==> src/rtl/dff_stim_pkg.sv <==
// Shared definitions for the D flip-flop stimulus/checker block.
//   - stim_state_t : run sequencer states
//   - LFSR_W/LFSR_TAPS : 16-bit Galois LFSR geometry
//   - OUT_* : per-state {dut_reset, dut_d} drive values
//   - lfsr_next / next_timed_state / state_outputs : helper functions
package dff_stim_pkg;

  typedef enum logic [2:0] {
    ST_IDLE  = 3'd0,
    ST_WAIT0 = 3'd1,
    ST_RST1  = 3'd2,
    ST_REL1  = 3'd3,
    ST_RST2  = 3'd4,
    ST_REL2  = 3'd5,
    ST_DRIVE = 3'd6,
    ST_DONE  = 3'd7
  } stim_state_t;

  localparam int unsigned       LFSR_W    = 16;
  localparam logic [LFSR_W-1:0] LFSR_TAPS = 16'hB400;

  // Fixed drive values, packed as {dut_reset, dut_d}.
  localparam logic [1:0] OUT_IDLE  = 2'b10;
  localparam logic [1:0] OUT_WAIT0 = 2'b10;
  localparam logic [1:0] OUT_RST1  = 2'b10;
  localparam logic [1:0] OUT_REL1  = 2'b01;
  localparam logic [1:0] OUT_RST2  = 2'b11;
  localparam logic [1:0] OUT_REL2  = 2'b01;
  // DRIVE and DONE only fix dut_reset; dut_d carries the data written.
  localparam logic       OUT_DRIVE_RESET = 1'b0;
  localparam logic       OUT_DONE_RESET  = 1'b1;

  // One right-shift step of the Galois LFSR.
  function automatic logic [LFSR_W-1:0] lfsr_next(input logic [LFSR_W-1:0] s);
    logic [LFSR_W-1:0] n;
    n = {1'b0, s[LFSR_W-1:1]};
    if (s[0]) begin
      n = n ^ LFSR_TAPS;
    end else begin
      n = n;
    end
    return n;
  endfunction

  // Successor of each fixed-pattern timed state.
  function automatic stim_state_t next_timed_state(input stim_state_t s);
    stim_state_t n;
    case (s)
      ST_WAIT0: n = ST_RST1;
      ST_RST1:  n = ST_REL1;
      ST_REL1:  n = ST_RST2;
      ST_RST2:  n = ST_REL2;
      ST_REL2:  n = ST_DRIVE;
      default:  n = ST_IDLE;
    endcase
    return n;
  endfunction

  // {dut_reset, dut_d} to present while in state s; held_d is the data
  // value DRIVE/DONE keep on dut_d.
  function automatic logic [1:0] state_outputs(input stim_state_t s, input logic held_d);
    logic [1:0] o;
    case (s)
      ST_IDLE:  o = OUT_IDLE;
      ST_WAIT0: o = OUT_WAIT0;
      ST_RST1:  o = OUT_RST1;
      ST_REL1:  o = OUT_REL1;
      ST_RST2:  o = OUT_RST2;
      ST_REL2:  o = OUT_REL2;
      ST_DRIVE: o = {OUT_DRIVE_RESET, held_d};
      ST_DONE:  o = {OUT_DONE_RESET, held_d};
      default:  o = OUT_IDLE;
    endcase
    return o;
  endfunction

endpackage

==> src/rtl/stim_lfsr.sv <==
// 16-bit Galois LFSR that advances one step per cycle with `step` high.
// Ports:
//   clk   - clock
//   rst_n - asynchronous active-low reset, loads SEED
//   step  - advance one step this cycle
//   state - current LFSR contents
module stim_lfsr
  import dff_stim_pkg::*;
#(
  parameter logic [LFSR_W-1:0] SEED = 16'hACE1
) (
  input  logic              clk,
  input  logic              rst_n,
  input  logic              step,
  output logic [LFSR_W-1:0] state
);

  logic [LFSR_W-1:0] state_q;
  logic [LFSR_W-1:0] state_d;

  // Next LFSR value: advance only when asked.
  always_comb begin
    if (step) begin
      state_d = lfsr_next(state_q);
    end else begin
      state_d = state_q;
    end
  end

  // LFSR state register.
  always_ff @(posedge clk or negedge rst_n) begin
    if (!rst_n) begin
      state_q <= SEED;
    end else begin
      state_q <= state_d;
    end
  end

  assign state = state_q;

endmodule

==> config.mk <==
export PLATFORM = sky130hd
export DESIGN_NAME = stim_lfsr
export DESIGN_NICKNAME = d
export VERILOG_FILES = /design/src/rtl/dff_stim_pkg.sv /design/src/rtl/stim_lfsr.sv
export SDC_FILE = /design/constraint.sdc
export NUM_CORES = 1
export LEC_CHECK = 0
export ABC_AREA = 0
export BUFFER_PORTS_ARGS = -buffer_cell sky130_fd_sc_hd__buf_2
export CAP_MARGIN = 20
export CORE_MARGIN = 3
export CORE_UTILIZATION = 48
export CTS_CLUSTER_DIAMETER = 100
export DETAILED_ROUTE_END_ITERATION = 8
export PLACE_DENSITY = 0.71
export RECOVER_POWER = 100
export SYNTH_ARGS = -nofsm -noshare
export SYNTH_HDL_FRONTEND = slang
export SYNTH_SLANG_ARGS = --single-unit
==> constraint.sdc <==
create_clock -name clk -period 1.1 [get_ports clk]
set_input_delay 0.165 -clock clk [delete_from_list [all_inputs] [get_ports clk]]
set_output_delay 0.165 -clock clk [all_outputs]
set_load 0.1 [all_outputs]
=== After elaboration in Yosys (flattened, before gate mapping) ===
Cells that the tools add are included.

* Flip-flop bits (word level): 16
* Input bits: 3
* Output and inout port bits: 16
* Logic and storage cells: 3

* Muxes and demuxes: 1
* Bitwise logic cells: 1

{| class="wikitable"
|+ Operators with widths
! cell !! number
|-
| 16-bit 2-to-1 mux || 1
|-
| 3-bit NOT with 4-bit output || 1
|}

=== Depth between registers and ports, before layout ===
Gate-level depths: netlist of run 1.

* Depth after elaboration: 2
* Depth in mapped cells: 4
* Mapped depth without buffers: 2

=== Worst setup path before layout of run 1 ===
Ideal clock, no wire load.

* Kind: reg2reg
* Start: register state_q[14] (netlist: state[14])
* End: register state_q[13] (netlist: state[13])
* Data arrival time: 1.198 ns
* Required time: 1.017 ns
* Setup slack: -0.182 ns
* Stages on the path, launching flop included: 3
* Path buffers: 0
* Cell sequence: dfrtp_1 -> xnor2_1 -> a21oi_1

* Word-level cells in the longest chain between the ends: 2

{| class="wikitable"
|+ RTL lines
! item !! RTL line !! source
|-
| from (decl) || stim_lfsr.sv:18 || <nowiki>logic [LFSR_W-1:0] state_q;</nowiki>
|-
| from (signal assigned) || stim_lfsr.sv:35 || <nowiki>state_q <= state_d;</nowiki>
|-
| 3-bit NOT with 4-bit output (no source line) || - ||
|-
| 16-bit 2-to-1 mux (*) || dff_stim_pkg.sv:37 || <nowiki>if (s[0]) begin</nowiki>
|}

Mark *: on every way between the ends. The rest lies on a longest branch, timed or not.
A chain may end at the register's enable or synchronous reset.

=== Final worst setup path of run 1 ===
* Start: register state_q[15] (netlist: state[15])
* End: output state[15]

{| class="wikitable"
|+ RTL lines
! item !! RTL line !! source
|-
| to (decl) || stim_lfsr.sv:15 || <nowiki>output logic [LFSR_W-1:0] state</nowiki>
|}

No word-level cell between the ends.

==> results summary, run 1 <==
The number of DRC violations after detailed-routing iteration 0 is 5. The remaining global-route overflow came out at 0. The worst setup skew after layout came out at 11.50 ps.

The number of pins exceeding their max-slew limit in the final report is 0. Of the total synthesized cell area, the portion taken by full adders, half adders and majority gates is 0. The number of instances in the synthesized netlist is 40.

The critical path arrival came out at 1120 ps. The total count of hold-check failures in the final report came out at 0. The number of vias per cell after detailed routing came out at 5.317. The sum of net half-perimeters after detailed placement came out at about 970 um.

The pin count of the biggest net entering global routing came out at 20. The slowest stage of the critical path belongs to the cell dfstp_4. The first global-routing pass estimated 2670 um of wire. The number of flip-flops under the largest register name came out at 16. The number of clock sinks seen by CTS came out at 16. The post-synthesis to final-layout area growth is 66.60%. The pre-CTS setup slack came out at 68.21 ps. The width of the die is 42.96 um. The number of port buffers is 18. The fmax is between 700 and 800 MHz. The number of search-and-repair iterations in the first detailed-routing pass is 4. In this run the mean area of a mapped cell was 16.39 um2.

The maximum clock insertion buffer count came out at 2. The via count of the first global-routing pass came out at 510. The initial antenna violation count came out at 0. The number of top-level design ports is 19. Clock latency on the worst-skew pair, taken at its later pin, is 290 ps. The CTS clock-pin slew for the worst setup and hold paths is approximately 90 ps.

The area of the placeable core came out at approximately 1200 um2. The antenna diode count is 0. TritonCTS built the clock tree. The synthesized netlist net count is 43. The floorplan has 12 rows. CTS placed an instance of clkbuf_4 at the clock tree root. The endpoint kind of the worst setup timing path is an output pin. The flow ran to the end, but the final reports show violations. The basic-gate share of the synthesized area counting and, or, nand and nor cells is 0.01718. The tool flagged a number of max-cap violations equal to 0. Traced cell by cell, the critical path runs through buf_12. For this run, design rule violations remaining after detail routing come to 0. The kind of cell adding the most delay to the critical path is flip-flops.

The starting density of the core came out at 0.5527. The final clock period utilization by the worst path came out at 1.166. The total number of H-tree levels is 1. The critical path is of the reg -> out type. The library cells used most frequently in the layout, excluding fill and tap cells, are buf_12, mux2_2, dfstp_4. The detailed-route wire length per cell came out at 18.83 um. The number of inserted filler cells in the final layout is 39. The worst relative slew slack is 0.4779. Setup slack on the critical path of the routed design comes to -183.1 ps. Setup violations remaining at the end of the flow were counted as 11. Setup repair after global routing could not meet its margin everywhere. The area of the mapped netlist is around 660 um2. The sequential-to-total area share from yosys stat is 0.6260. The tightest hold margin came out at roughly 340 ps. The distinct cell type count of the synthesized netlist is 9. The worst setup path is launched from a flip-flop. The data required time of the critical path came out at roughly 940 ps. Of the cells placed in the final design, the portion with a size suffix greater than 1 is 0.7647.

At the end of routability-driven placement, the weighted congestion stood at 0.6603. The leading cell type in the layout, fill and taps excluded is buf_12. The share of the synthesized netlist area taken by xor and xnor gates is 0.04008.

The die covers between 1500 and 2000 um2. The biggest fanout along the worst timing path is 3. The wire length after detailed routing is 1544 um. The type of the worst min-delay path is in -> reg.

The synthesized-area fraction occupied by ao, oa, aoi and oai cells is 0.02290. Counting flops and latches in the post-synthesis netlist gives 16. For the pin with the worst max-slew slack, the measured transition is approximately 780 ps. The combinational family with the most area after synthesis is multiplexers. The portion of synthesized area spent on multiplexers is 0.2462.

The global-route total usage across every layer is 0.2078. The maximum cell stage delay along the critical path came out at ~650 ps. The total number of yosys warnings came out at 0. The number of instances in the placed design is 70. The vertical extent of the die came out at 42.96 um.

The final reports fail on negative setup slack. Across all layers, the routed design uses 436 vias. The final antenna-violating net count came out at 0. The minimum period implied by the final worst setup slack came out at approximately 1300 ps. The post-route non-filler standard cell count is 82.

The count of buffering cells on the critical path with inverters included came out at 1. The number of CTS-inserted buffers came out at 3. After the last flow step, the layout net total stands at 72.
[metal layers]
| metal | routed length (um) | up-vias | global-route usage | share of wire |
|---|---|---|---|---|
| met1 | 562 | 213 | 0.2274 | 0.36 |
| met2 | 834 | 25 | 0.3503 | 0.54 |
| met4 | 30 | 0 | 0.06627 | 0.019 |
| met5 | 0 | - | 0 | 0 |
| li1 | - | 194 | - | - |
| met3 | 116 | 4 | 0.1017 | 0.075 |
[worst register-to-register path, stage by stage, from the launching register on]
cell      delay (ps)
dfstp_4          640
clkbuf_2         200
xnor2_1          100
a21oi_1          160
[through the flow]
stage                       util  setup TNS (ps)  instance area (um2)
final                     0.9209           -1523                 1092
after global routing      0.9209           -2122                 1092
after CTS                 0.9314           -1451                 1105
after global placement    0.8513               0                 1010
after floorplan                -          -548.8                693.2
after detailed placement  0.8513               0                 1010
[synthesized netlist by cell type]
library cell / instances / share of area
mux2_2: 9 / 0.15
dfrtp_1: 8 / 0.31
dfstp_2: 8 / 0.32
mux2_4: 4 / 0.092
a21oi_1: 3 / 0.023
nor2_1: 3 / 0.017
xnor2_1: 3 / 0.040
buf_12: 1 / 0.031
buf_6: 1 / 0.017
[repair_timing]
action | 4_1_cts | 5_1_grt
hold buffers | 1 | 0
setup endpoints to repair | 8 | 12
endpoints found under the hold margin | 8 | 0
resized for setup | 1 | 3
pin swaps | 0 | 1
setup buffers | 6 | 2
[final timing paths]
path | startpoint | endpoint | slack, ps | depth (start not counted)
setup / recovery | state[15] | state[15] | -180 | 1
hold / removal | step | state[12] | 340 | 2
setup reg to reg | state[0] | state[13] | -70 | 3
hold reg to reg | state[8] | state[8] | 570 | 1
max in group asynchronous | rst_n | state[14] | 80 | 2
min in group asynchronous | rst_n | state[12] | 470 | 2
[kinds of logic after synthesis]
family                    after synthesis
xor gates and xnor gates                3
and+or+nand+nor                         3
muxes                                  13
DFF                                    16
AOI/OAI and AO/OA                       3
buffers and inverters                   2
[layout make-up]
class	instances	area [um2]	area share
Clock buffer	4	36.28	0.03322
Multi-Input combinational cell	22	217.7	0.1993
Sequential cell	16	447.9	0.4101
Tap cell	14	17.52	0.01604
Timing Repair Buffer	26	372.9	0.3414
Power of run 1 is left out: the tool's default activity adds up to more than one toggle a clock period on the data nets, which glitch-free logic cannot reach.
==> inputs of run 2 (changes only) <==
CORE_AREA = 3 3 40 42   (was default)
CORE_MARGIN = default   (was 3)
CORE_UTILIZATION = default   (was 48)
DIE_AREA = 0 0 43 45   (was default)
PLACE_DENSITY = 0.72   (was 0.71)
clock period = 1.6 ns   (was 1.1 ns; I/O delays follow)
==> results summary, run 2 (synthesis results as in run 1) <==
The number of setup violations in the final report came out at 0 (-11). The footprint of the multi-input gates is 202.7 um2 (-6.9%). The number of port buffers came to 18 (unchanged). The starting density of the core is 0.5102 (-0.04252). The total number of H-tree levels came out at 1 (unchanged). The cell at the root of the clock tree is clkbuf_4. The number of pins exceeding their max-slew limit in the final report came to 0 (unchanged). The total count of hold-check failures in the final report was 0 (unchanged). The count of buffers added by post-CTS timing repair for setup is 0 (-6). The CTS clock-pin slew for the worst setup and hold paths came to 90 ps (about the same). The final clock period utilization by the worst path is 0.9657.

The antenna diode count was 0 (unchanged). The met1 track demand over resource in global routing came out at 0.1443 (-0.08307). The sum of net half-perimeters after detailed placement came out at 694 um (-28%). The detailed-route wire length per cell came out at 13.53 um (-28%). The worst setup path is launched from a flip-flop.

The via count of the first global-routing pass is 389 (-24%). The number of inserted filler cells in the final layout is 108 (+180%). The met2 global-route usage came out at 0.1946 (-0.1557).

The pre-CTS setup slack came to 328.6 ps (+260.4 ps). The register cell area after layout came out at 410.4 um2 (-8.4%). The signal on the critical path passes through clkbuf_2. The weighted congestion reported at the end of routability-driven placement came out at 0.6425 (-2.7%). The overall die area is 1935 um2 (+4.9%). For this design, the slowest cell found on the critical path is dfstp_2. The setup path with the least slack is of type reg -> out. The initial antenna violation count is 0 (unchanged). The data required time of the critical path is 1360 ps (+420 ps). The final net count is 65 (-9.7%). The area of the placeable core is 1285 um2 (+8.3%).

The worst path in the final design needs a cycle of 1545 ps, including I/O delays and setup. The wire length after detailed routing was 1028 um (-33%). The worst setup skew after layout is 1.997 ps (-9.501 ps). The actual transition at the worst max-transition pin came out at 888.5 ps (+105.4 ps). The DRC violation count after routing is 0 (unchanged). The post-synthesis to final-layout area growth came out at 17.18%. The width of the die came out at 43 um (+0.10%). The number of clock sinks seen by CTS came out at 16 (unchanged). The number of CTS-inserted buffers came out at 3 (unchanged).

The pin count of the biggest net entering global routing is 20 (unchanged). The worst relative slew slack is 0.4077 (-0.07028). The via total after detailed routing came to 372 (-15%). The tightest hold margin came out at 518.8 ps (+180.0 ps). The number of search-and-repair iterations in the first detailed-routing pass came out at 2 (-2). The standard-cell row count came out at 13 (+1). The fraction of final layout cells sized beyond drive strength 1 is 0.5902 (-0.1745). The number of top-level design ports was 19 (unchanged). The total negative slack came out at 0 ps (+1523 ps). The number of vias per cell after detailed routing came out at 4.895 (-7.9%).

The cell family contributing the most delay on the critical path is flip-flops. The number of violations of the max-capacitance limit was 0 (unchanged). The run finished with clean final reports.

The remaining global-route overflow is 0 (unchanged). The type of the worst min-delay path is reg -> reg. The number of DRC violations after detailed-routing iteration 0 is 3 (-2).

The final antenna-violating net count is 0 (unchanged). The global-route layer with the greatest usage is met2. For this run, the top clock speed supported by timing is ~650 MHz. The biggest fanout along the worst timing path was 3 (unchanged). The leading cell type in the layout, fill and taps excluded is clkbuf_2. The number of flip-flops under the largest register name is 16 (unchanged). The maximum clock insertion buffer count is 2 (unchanged).

The count of buffering cells on the critical path with inverters included came to 1 (unchanged). The vertical extent of the die is 45 um (+4.8%). The smallest setup slack after layout came out at 54.83 ps (+238.0 ps). The met3 routing resource usage after global routing is 0.04382 (-0.05787). The maximum cell stage delay along the critical path is 560 ps (-90 ps).

The global-route total usage across every layer was 0.1227 (-0.08512). The library cells used most frequently in the layout, excluding fill and tap cells, are clkbuf_2, mux2_2, dfrtp_1. The clock insertion delay at the later pin of the skew report came out at 280 ps (about the same).

The wire length of the first global-routing pass was 1676 um (-37%). The critical path arrival is 1310 ps (+190 ps). TritonCTS built the clock tree. Setup repair after global routing left no endpoint under its margin. STA classifies the critical path endpoint as an output pin.
[run 2: per-layer routing]
layer,part of all wire,vias up
met5,0,-
met4,0.011,0
met3,0.097,2
met2,0.44,16
met1,0.45,176
li1,-,178
[run 2: what timing repair did]
action | CTS | global route
hold buffers | 1 | 0
endpoints found under the setup margin | 0 | 1
gates resized for setup | 0 | 1
endpoints found under the hold margin | 8 | 0
[run 2: worst paths after layout]
| check | startpoint | to | slack (ps) | depth (start not counted) |
|---|---|---|---|---|
| max reg2reg | state[0] | state[12] | 630 | 2 |
| min | state[10] | state[10] | 520 | 2 |
| max in group asynchronous | rst_n | state[3] | 550 | 2 |
| min in group asynchronous | rst_n | state[12] | 550 | 2 |
| min reg2reg | state[10] | state[10] | 520 | 2 |
| max | state[13] | state[13] | 50 | 1 |
[run 2: cell type report]
cell class	instances	share of cell area
clock buffers	4	0.04723
multi-input cells	22	0.2638
flip-flops and latches	16	0.5342
well taps	15	0.02443
repair buffers	19	0.1303
[run 2: per-stage QoR]
step / util / cell area (um2) / std cells
finish: 0.5979 / 768.2 / 76
global route: 0.5979 / 768.2 / 76
CTS: 0.6066 / 779.5 / 76
detailed placement: 0.5706 / 733.2 / 71
global placement: 0.5706 / 733.2 / 71
floorplan: - / 655.6 / 40
Power of run 2 is left out for the same reason.
==> inputs of run 3 (changes only) <==
PLACE_DENSITY = 0.76   (was 0.72)
==> results summary, run 3 (synthesis results as in run 1) <==
The number of vias per cell after detailed routing is 4.933 (+0.79%). The min-delay analysis places its worst path in the category reg -> reg. The number of violations of the max-capacitance limit is 0 (unchanged). The actual transition at the worst max-transition pin is 881.9 ps (-6.600 ps). The number of search-and-repair iterations in the first detailed-routing pass is 2 (unchanged). The standard-cell row count is 13 (unchanged). The number of clock sinks seen by CTS came out at 16 (unchanged). TritonCTS built the clock tree. The critical path arrival came out at 1290 ps (-20 ps).

The flow ran to the end, and the final reports show no timing, DRC or antenna violations. The maximum clock insertion buffer count is 2 (unchanged). The count of buffers added by post-CTS timing repair for setup came to 0 (unchanged). The number of inserted filler cells in the final layout is 117 (+8.3%). The setup path with the least slack is of type reg -> out. Setup repair after global routing left no endpoint under its margin. The worst setup skew after layout is 0.7884 ps (-1.208 ps). The number of flip-flops under the largest register name came out at 16 (unchanged). The total count of hold-check failures in the final report came out at 0 (unchanged).

The number of DRC violations after detailed-routing iteration 0 came out at 2 (-1). The type of origin of the critical path is a flip-flop. The total negative slack is 0 ps (unchanged). STA classifies the critical path endpoint as an output pin. The CTS clock-pin slew for the worst setup and hold paths is 80 ps (about the same).

The number of top-level design ports is 19 (unchanged). The starting density of the core is 0.5102 (unchanged). The pin count of the biggest net entering global routing came to 20 (unchanged).

The via count of the first global-routing pass is 402 (+3.3%). The global-route total usage across every layer is 0.1237 (+0.001063). The worst relative slew slack was 0.4121 (+0.004400). The wire length of the first global-routing pass came out at 1738 um (+3.7%). The fmax came to 652.5 MHz (+0.82%).

The biggest fanout along the worst timing path is 3 (unchanged). The fraction of final layout cells sized beyond drive strength 1 is 0.6000 (+0.009836). The library cell used most frequently in the layout, excluding fill and tap cells, is clkbuf_2. The final net count came to 65 (unchanged).

The post-synthesis to final-layout area growth came out at 15.08%. The wire length after detailed routing is 997 um (-3.0%). The maximum cell stage delay along the critical path came out at 560 ps (about the same). The count of buffering cells on the critical path with inverters included is 1 (unchanged). The total number of H-tree levels came to 1 (unchanged). The overall die area is 1935 um2 (unchanged).

The remaining global-route overflow came out at 0 (unchanged). The clock insertion delay at the later pin of the skew report came to 270 ps (about the same). The number of setup violations in the final report is 0 (unchanged). The sum of net half-perimeters after detailed placement came out at 733.1 um (+5.6%).

The weighted congestion reported at the end of routability-driven placement is 0.6384 (-0.64%). The area of the placeable core is 1285 um2 (unchanged). The via total after detailed routing is 370 (-0.54%). The DRC violation count after routing came out at 0 (unchanged).

The initial antenna violation count is 0 (unchanged). The number of CTS-inserted buffers is 3 (unchanged). Leaving out fill and tap cells, the most frequent cells in the layout are clkbuf_2, mux2_2, dfrtp_1. The final clock period utilization by the worst path came out at 0.9579 (-0.007815).

The vertical extent of the die is 45 um (unchanged). The number of pins exceeding their max-slew limit in the final report came out at 0 (unchanged). The minimum period implied by the final worst setup slack came out at 1533 ps (-12.50 ps). The number of port buffers came out at 18 (unchanged). The standard cell area after detailed placement came out at 733.2 um2 (unchanged). The cell at the root of the clock tree is clkbuf_4. The kind of cell adding the most delay to the critical path is flip-flops. The critical path goes through clkbuf_2. The final antenna-violating net count is 0 (unchanged). The slowest stage of the critical path belongs to the cell dfstp_2. The data required time of the critical path is 1360 ps (about the same). The footprint of the multi-input gates was 202.7 um2 (unchanged).

The detailed-route wire length per cell came out at 13.29 um (-1.7%). The width of the die came out at 43 um (unchanged). The antenna diode count came out at 0 (unchanged).

The register cell area after layout came to 410.4 um2 (unchanged). The post-layout instance area came out at 754.5 um2 (-1.8%).
run 3: final cells by class:
| type | count | share of cell area |
|---|---|---|
| tap | 15 | 0.02488 |
| clock buffer | 3 | 0.02985 |
| multi-input combinational | 22 | 0.2687 |
| sequential | 16 | 0.5439 |
| timing repair buffer | 19 | 0.1327 |
run 3: path summary, 6_finish.rpt:
check	startpoint	endpoint	slack, ps	cells past startpoint
max in group asynchronous	rst_n	state[4]	540	2
max reg2reg	state[0]	state[12]	640	2
min in group asynchronous	rst_n	state[8]	560	2
max	state[13]	state[13]	70	1
min	state[10]	state[10]	520	2
min reg2reg	state[10]	state[10]	520	2
run 3: timing repair:
item,in CTS,in global routing
hold endpoints to repair,8,0
setup endpoints to repair,0,1
hold buffers,1,0
resized for setup,0,1
run 3: per-layer routing:
metal | GRT usage | vias to the layer above | part of all wire
met2 | 0.1976 | 14 | 0.46
li1 | - | 178 | -
met3 | 0.03187 | 2 | 0.080
met5 | 0 | - | 0
met4 | 0.07229 | 0 | 0.010
met1 | 0.1528 | 176 | 0.45
run 3: stage by stage:
step / cells / util / worst slack (ps) / hold slack [ps]
2_1_floorplan: 40 / - / 318.2 / -55.59
3_3_place_gp: 71 / 0.5706 / 350.8 / 158.0
3_5_place_dp: 71 / 0.5706 / 337.6 / 160.3
4_1_cts: 75 / 0.5959 / 24.62 / 370.2
5_1_grt: 75 / 0.5871 / 36.33 / 553.8
6_report: 75 / 0.5871 / 67.33 / 516.3
Power of run 3 is left out for the same reason.
